--- src/rtl/eth_pkg.sv ---
// Shared constants and FSM state encoding for the Ethernet TX FCS inserter.
package eth_pkg;

    localparam logic [31:0] CRC_INIT      = 32'hFFFF_FFFF;
    localparam logic [31:0] CRC_POLY      = 32'hEDB8_8320;
    localparam int unsigned ETH_MIN_BYTES = 60;

    typedef enum logic [1:0] {
        DATA = 2'd0,
        PAD  = 2'd1,
        FCS  = 2'd2
    } state_t;

endpackage

--- src/rtl/crc32.sv ---
// Combinational reflected CRC-32 update over one WIDTH-bit beat, bit 0 consumed first.
module crc32
    import eth_pkg::*;
#(
    parameter int unsigned WIDTH    = 4,
    parameter logic [31:0] CRC_POLY = eth_pkg::CRC_POLY
) (
    input  logic [WIDTH-1:0] din,
    input  logic [31:0]      crc_cur,
    output logic [31:0]      crc_next
);

    always_comb begin
        crc_next = crc_cur;
        for (int i = 0; i < int'(WIDTH); i++) begin
            crc_next = (crc_next >> 1) ^ ((crc_next[0] ^ din[i]) ? CRC_POLY : 32'h0);
        end
    end

endmodule

--- src/rtl/eth_fcs_inserter.sv ---
// Streaming Ethernet TX FCS controller: passes frame beats, zero-pads short frames,
// then appends the inverted CRC-32 LSB-first.
module eth_fcs_inserter #(
    parameter int unsigned DW        = 4,
    parameter int unsigned MIN_BYTES = eth_pkg::ETH_MIN_BYTES,
    parameter bit          PAD_EN    = 1'b1,
    parameter logic [31:0] CRC_POLY  = eth_pkg::CRC_POLY
) (
    input  logic          clk,
    input  logic          rst,
    input  logic [DW-1:0] s_data,
    input  logic          s_valid,
    input  logic          s_last,
    output logic          s_ready,
    output logic [DW-1:0] m_data,
    output logic          m_valid,
    output logic          m_last,
    input  logic          m_ready,
    output logic          frame_done
);
    import eth_pkg::*;

    localparam int unsigned MIN_BEATS = MIN_BYTES * 8 / DW;
    localparam int unsigned FCS_BEATS = 32 / DW;
    localparam int unsigned CNT_W     = $clog2(MIN_BEATS + 1);
    localparam int unsigned IDX_W     = $clog2(FCS_BEATS);

    state_t           state, state_next;
    logic [31:0]      crc_q, crc_d, crc_upd, crc_inv;
    logic [CNT_W-1:0] beat_cnt, beat_cnt_d, cnt_sat;
    logic [CNT_W:0]   cnt_inc;
    logic [IDX_W-1:0] fcs_idx, fcs_idx_d;
    logic [DW-1:0]    crc_din;
    logic             done_d;
    logic             xfer;

    // Pad beats feed zeros into the CRC regardless of what upstream presents.
    assign crc_din = (state == PAD) ? '0 : s_data;

    crc32 #(
        .WIDTH    (DW),
        .CRC_POLY (CRC_POLY)
    ) u_crc32 (
        .din      (crc_din),
        .crc_cur  (crc_q),
        .crc_next (crc_upd)
    );

    // Count including the beat being transferred now, widened so saturation can't wrap it.
    assign cnt_inc = (CNT_W + 1)'(beat_cnt) + (CNT_W + 1)'(1);
    assign cnt_sat = (beat_cnt == CNT_W'(MIN_BEATS)) ? beat_cnt : beat_cnt + CNT_W'(1);
    assign crc_inv = ~crc_q;

    always_comb begin
        state_next = state;
        crc_d      = crc_q;
        beat_cnt_d = beat_cnt;
        fcs_idx_d  = fcs_idx;
        done_d     = 1'b0;
        s_ready    = 1'b0;
        m_valid    = 1'b0;
        m_last     = 1'b0;
        m_data     = '0;

        case (state)
            DATA: begin
                m_data  = s_data;
                m_valid = s_valid;
                s_ready = m_ready;
            end
            PAD: begin
                m_valid = 1'b1;
            end
            FCS: begin
                m_valid = 1'b1;
                m_data  = crc_inv[32'(fcs_idx) * DW +: DW];
                m_last  = (fcs_idx == IDX_W'(FCS_BEATS - 1));
            end
            default: ;
        endcase

        if (rst) begin
            s_ready = 1'b0;
            m_valid = 1'b0;
            m_last  = 1'b0;
        end

        xfer = m_valid & m_ready;

        if (xfer) begin
            case (state)
                DATA: begin
                    crc_d      = crc_upd;
                    beat_cnt_d = cnt_sat;
                    if (s_last) begin
                        state_next = (PAD_EN && (cnt_inc < (CNT_W + 1)'(MIN_BEATS))) ? PAD : FCS;
                    end
                end
                PAD: begin
                    crc_d      = crc_upd;
                    beat_cnt_d = cnt_sat;
                    if (cnt_inc == (CNT_W + 1)'(MIN_BEATS)) begin
                        state_next = FCS;
                    end
                end
                FCS: begin
                    if (m_last) begin
                        state_next = DATA;
                        crc_d      = CRC_INIT;
                        beat_cnt_d = '0;
                        fcs_idx_d  = '0;
                        done_d     = 1'b1;
                    end else begin
                        fcs_idx_d = fcs_idx + IDX_W'(1);
                    end
                end
                default: state_next = DATA;
            endcase
        end
    end

    always_ff @(posedge clk) begin
        if (rst) begin
            state      <= DATA;
            crc_q      <= CRC_INIT;
            beat_cnt   <= '0;
            fcs_idx    <= '0;
            frame_done <= 1'b0;
        end else begin
            state      <= state_next;
            crc_q      <= crc_d;
            beat_cnt   <= beat_cnt_d;
            fcs_idx    <= fcs_idx_d;
            frame_done <= done_d;
        end
    end

endmodule

--- config.mk ---
export PLATFORM = sky130hd
export DESIGN_NAME = eth_fcs_inserter
export DESIGN_NICKNAME = d
export VERILOG_FILES = /design/src/rtl/eth_pkg.sv /design/src/rtl/crc32.sv /design/src/rtl/eth_fcs_inserter.sv
export SDC_FILE = /design/constraint.sdc
export NUM_CORES = 1
export LEC_CHECK = 0
export CAP_MARGIN = 20
export CORE_ASPECT_RATIO = 0.8
export CORE_UTILIZATION = 65
export DETAILED_ROUTE_END_ITERATION = 8
export PLACE_DENSITY = 0.86
export SLEW_MARGIN = 30
export SYNTH_ARGS = -nofsm -noshare
export SYNTH_HDL_FRONTEND = slang
export SYNTH_SLANG_ARGS = --single-unit
--- constraint.sdc ---
create_clock -name clk -period 4.4 [get_ports clk]
set_input_delay 0.66 -clock clk [delete_from_list [all_inputs] [get_ports clk]]
set_output_delay 0.66 -clock clk [all_outputs]
set_load 0.1 [all_outputs]
Word-level counts from Yosys, hierarchy flattened
Index checks and enable logic that the tools add are counted.
{ "word_totals": {"ff_bits": 45} }
{ "op_classes": {"mux": 24, "n_addsub": 3, "n_eq_ne": 9, "n_reduce_logical": 9, "n_shift": 1, "bitwise": 12, "order_cmp": 1} }
{ "op_table": {"columns": ["op", "n"], "rows": [
  ["two-way mux 32 bit", 5],
  ["XOR 31 x 32 -> 32 bit", 4],
  ["one-hot mux 32 bit (2 select lines)", 1],
  ["NOT 32 bit", 1],
  ["variable part select 32 x 6 -> 4 bit", 1],
  ["two-way mux 7 bit", 2],
  ["one-hot mux 7 bit (2 select lines)", 1],
  ["adder 7 x 1 -> 8 bit, second input constant", 1],
  ["equality test 8 x 7 -> 1 bit, second input constant", 1],
  ["< comparator 8 x 7 -> 1 bit, second input constant", 1],
  ["two-way mux 2 bit", 4],
  ["one-hot mux 4 bit (2 select lines)", 1],
  ["AND reduction 4 bit", 2],
  ["adder 7 x 1 -> 7 bit, second input constant", 1],
  ["equality test 7 bit, second input constant", 1],
  ["two-way mux 1 bit", 6],
  ["!= test 2 bit, second input constant", 3],
  ["one-hot mux 2 bit (3 select lines)", 1],
  ["two-way mux 4 bit", 1],
  ["OR reduction 2 bit", 2],
  ["XOR 1 bit", 4],
  ["adder 3 x 1 -> 3 bit, second input constant", 1],
  ["equality test 3 bit, second input constant", 1],
  ["two-way mux 3 bit", 1],
  ["other kinds (11)", 12]
]} }

Longest topological paths before layout
{ "logic_depth": {"word_depth": 15, "mapped_depth": 10} }

Modules after synthesis
Synthesis repeated with hierarchy kept, for this count alone.
{ "hier_totals": {"cells_unflattened": 344, "hier_area_um2": 3333.2} }
{ "by_module_without_submodules": {"columns": ["module", "seq_area_each_um2", "cells_per_inst", "area_each_um2", "instances"], "rows": [
  ["eth_fcs_inserter", 900.9, 292, 2519.9, 1],
  ["crc32", 0.0, 52, 813.3, 1]
]} }

Worst setup path after synthesis
Ideal clock, no wire load.
{ "synth_timing": {"kind": "input to output", "startpoint": "input port rst", "endpoint": "output port m_valid", "arrival_ns": 3.055, "path_buffers": 1, "path_slack_ns": 0.685, "cell_stages": 2, "required_time_ns": 3.740, "cell_sequence": "clkbuf_1 nor3b_1"} }
{ "synth_via": {"elab_chain_cells": 1} }
{ "synth_lines": {"columns": ["item", "line_no", "text"], "rows": [
  ["start: declaration", "eth_fcs_inserter.sv:10", "input logic rst,"],
  ["two-way mux 1 bit", "eth_fcs_inserter.sv:82", "if (rst) begin"],
  ["end: declaration", "eth_fcs_inserter.sv:16", "output logic m_valid,"]
]} }
No other way between the ends.

Final worst setup path
{ "layout_timing": {"startpoint": "register fcs_idx[0]", "endpoint": "output port m_data[2]"} }
{ "layout_via": {"elab_chain_cells": 2} }
{ "layout_lines": {"columns": ["item", "line_no", "text"], "rows": [
  ["start: declaration", "eth_fcs_inserter.sv:32", "logic [IDX_W-1:0] fcs_idx, fcs_idx_d;"],
  ["start signal: assignment", "eth_fcs_inserter.sv:133", "fcs_idx <= fcs_idx_d;"],
  ["variable part select 32 x 6 -> 4 bit", "eth_fcs_inserter.sv:76", "m_data = crc_inv[32'(fcs_idx) * DW +: DW];"],
  ["one-hot mux 4 bit (2 select lines)", "eth_fcs_inserter.sv:65", "case (state)"],
  ["end: declaration", "eth_fcs_inserter.sv:15", "output logic [DW-1:0] m_data,"]
]} }
No other way between the ends.

==> results.md <==
- Die Y: 63.2 um
- Max stage delay on crit path: 770 ps
- Initial DRC Count: 200
- Root buf cell: clkbuf_8
- Pin count of the biggest net entering global routing: 32
- Maximum fanout along the worst path: 11
- Vias/cell: 6.14
- Grt ovf: 0
- Routability congestion estimate: 0.907
- CP Launch Type: register
- R2r setup slk: 1480 ps
- Synthesized cell area: 0.00304 mm^2
- CTS resizes: 0
- Sequential cell area: 901 um^2
- Worst Min Path Start: beat_cnt[6]
- Worst path bufs/invs: 1
- Crit path time final: 2980 ps
- DRT Pass-1 Iters: 4
- DRC viols: 0
- Gr usage total: 0.315
- Setup TNS: 0 ps
- Multi-input gate area in the final layout: 0.00199 mm^2
- CP top delay family: multiplexers
- Worst hold path endpoint: beat_cnt[6]
- Setup crit end kind: primary output
- Die Wd: 78.5 um
- Final worst-path cycle share: 0.677
- Register bit total from synthesis: 45
- Syn_area_per_cell: 9.48 um^2
- FILL cells: 296
- CTS tree: built
- Htree depth: 2
- Sequence of cells on the critical path: mux4_2 > mux2i_1 > a22o_1 > buf_4
- RSZ-0062 raised after global routing: no
- Final Util: 0.761
- CP Data Arrival Time: 2320 ps
- Synth unique cells: 60
- Fin Clk Skew: 7.11 ps
- Layout cell share with drive strength beyond 1: 0.141
- Crit Path Class: reg2out
- Cell with the most instances after synthesis: dfxtp_1
- Worst Tran Pin Value: 958 ps
- Yosys warns: 0
- Clock sinks: 45
- Net count after synthesis: 339
- Status: finished, final reports clean
- Wire per inst: 18.0 um
- Synth Flop Type: dfxtp_1
- Antenna cell count: 0
- Post-place setup slack: 1140 ps
- Critical-path top delay cell: dfxtp_1
- Max VDD drop: 229 uV
- Deepest clock path buffer count: 2
- Hold Crit Class: reg2reg
- Commonest cells post-synth: 45 x dfxtp_1, 33 x nor2_1, 26 x nor3_1, 21 x xnor2_1, 16 x o21bai_1
- Initial antenna violation count: 0
- CTS buffer count: 5
- Post-synthesis sequential area ratio: 0.296
- Detailed placement HPWL: 4770 um
- R2r worst-path depth: 7
- Initial Utilization: 0.702
- IO Pins: 17
- Cell taking the most area after synthesis: dfxtp_1
- Worst r2r src: fcs_idx[0]
- Post-CTS Hold Buffers: 0
- Final Hold Fails: 0
- Final setup margin: 1420 ps
- Port buffer count: 16
- First-pass GRT wire length: 11,800 um
- Nets: 343
- Max Freq: 336 MHz
- Die area: 0.00496 mm^2
- Power Dens Cells: 308 mW/mm^2
- Depth of the worst hold-timing path: 2
- Leakage: 0.00134 uW
- Number of global-route vias before repair: 2,306
- Maxcap violations: 0
- Drt total wl: 6890 um
- Area Overhead vs Synth: 8.43%
- Slew Limit Fails: 0
- Clock Pin Slew Worst Setup and Hold Paths: 90 ps
- Vias: 2,351
- CP required: 3740 ps
- Clk_lat worst skew: 300 ps
- Routed Antenna Nets: 0
- Synth top area cells: dfxtp_1 30%, xnor3_1 6.7%, xnor2_1 6.0%
- Async SR Flop Fraction: 0
- Yosys top cell area share: 0.296
- Setup violations, final: 0
- Postcts setup bufs: 0
- Worst R2R End: crc_q[29]
- Core Area: 0.00434 mm^2
- Number of synthesized flops with an enable pin: 0
- Floorplan row count: 21
- Mapped Cells: 321
- Slew margin rel.: 0.360
worst max path at each step:
| stage | to | cells after the start | startpoint |
|---|---|---|---|
| after floorplan | m_valid | 2 | rst |
| after CTS | crc_q[29] | 7 | fcs_idx[0] |
| after global routing | crc_q[29] | 7 | fcs_idx[0] |
| after detailed placement | crc_q[29] | 7 | rst |
| after global placement | crc_q[29] | 7 | rst |
| final | m_data[2] | 4 | fcs_idx[0] |
registers in the layout, summed over array words and instances (netlist names):
name and cells:
fcs_idx 3, beat_cnt 7, frame_done 1, crc_q 32
state 2
routing by layer:
layer	vias up	track usage	routed length, um
li1	1158	-	-
met1	1119	0.465	3390
met2	67	0.465	2960
met3	7	0.0594	452
met4	0	0.0926	82
met5	-	0	0
area by class of cell:
class,instances,share of cell area
multi-input combinational,243,0.604
sequential,45,0.273
tap,57,0.0216
clock inverter,1,0.00910
timing repair buffer,22,0.0569
inverter,8,0.00910
clock buffer,7,0.0262
cells in the final DEF (no fill, tap or decap), drive strengths merged, types with 10 or more instances in the layout:
cell type  count
xnor2         26
a31oi         11
xnor3         10
nor3          26
a21oi         11
o21bai        16
dfxtp         45
nor2          35
buf           13
worst min-delay path: cells and delay by family, from the launching register on:
| family | cells | cell delay (ps) |
|---|---|---|
| flip-flops | 1 | 350 |
| AO/OA/AOI/OAI | 2 | 140 |
stage by stage:
stage / cells / hold slack [ps] / area, um^2 / power [uW]
4_1_cts: 383 / 535 / 3300 / 1020
3_3_place_gp: 375 / 519 / 3180 / 694
2_1_floorplan: 321 / 489 / 3040 / 651
3_5_place_dp: 375 / 521 / 3180 / 697
5_1_grt: 383 / 593 / 3300 / 1070
6_report: 383 / 534 / 3300 / 1020
report_power, final:
part           internal [uW]  leakage, uW  switching [uW]
Clock                    185    0.0000585             138
Combinational            119     0.000920             123
Sequential               428     0.000366            22.8
Total                    732      0.00134             283
logic make-up after synthesis:
logic type | share of synthesized area
adder cells (fa/ha/maj) | 0.0370
XOR/XNOR | 0.185
multiplexers | 0.0756
flip-flops | 0.296
AND/OR/NAND/NOR | 0.201
buffers and inverters | 0.0493
AO/OA/AOI/OAI | 0.156
Note: power is estimated with default switching activity, not from simulation.
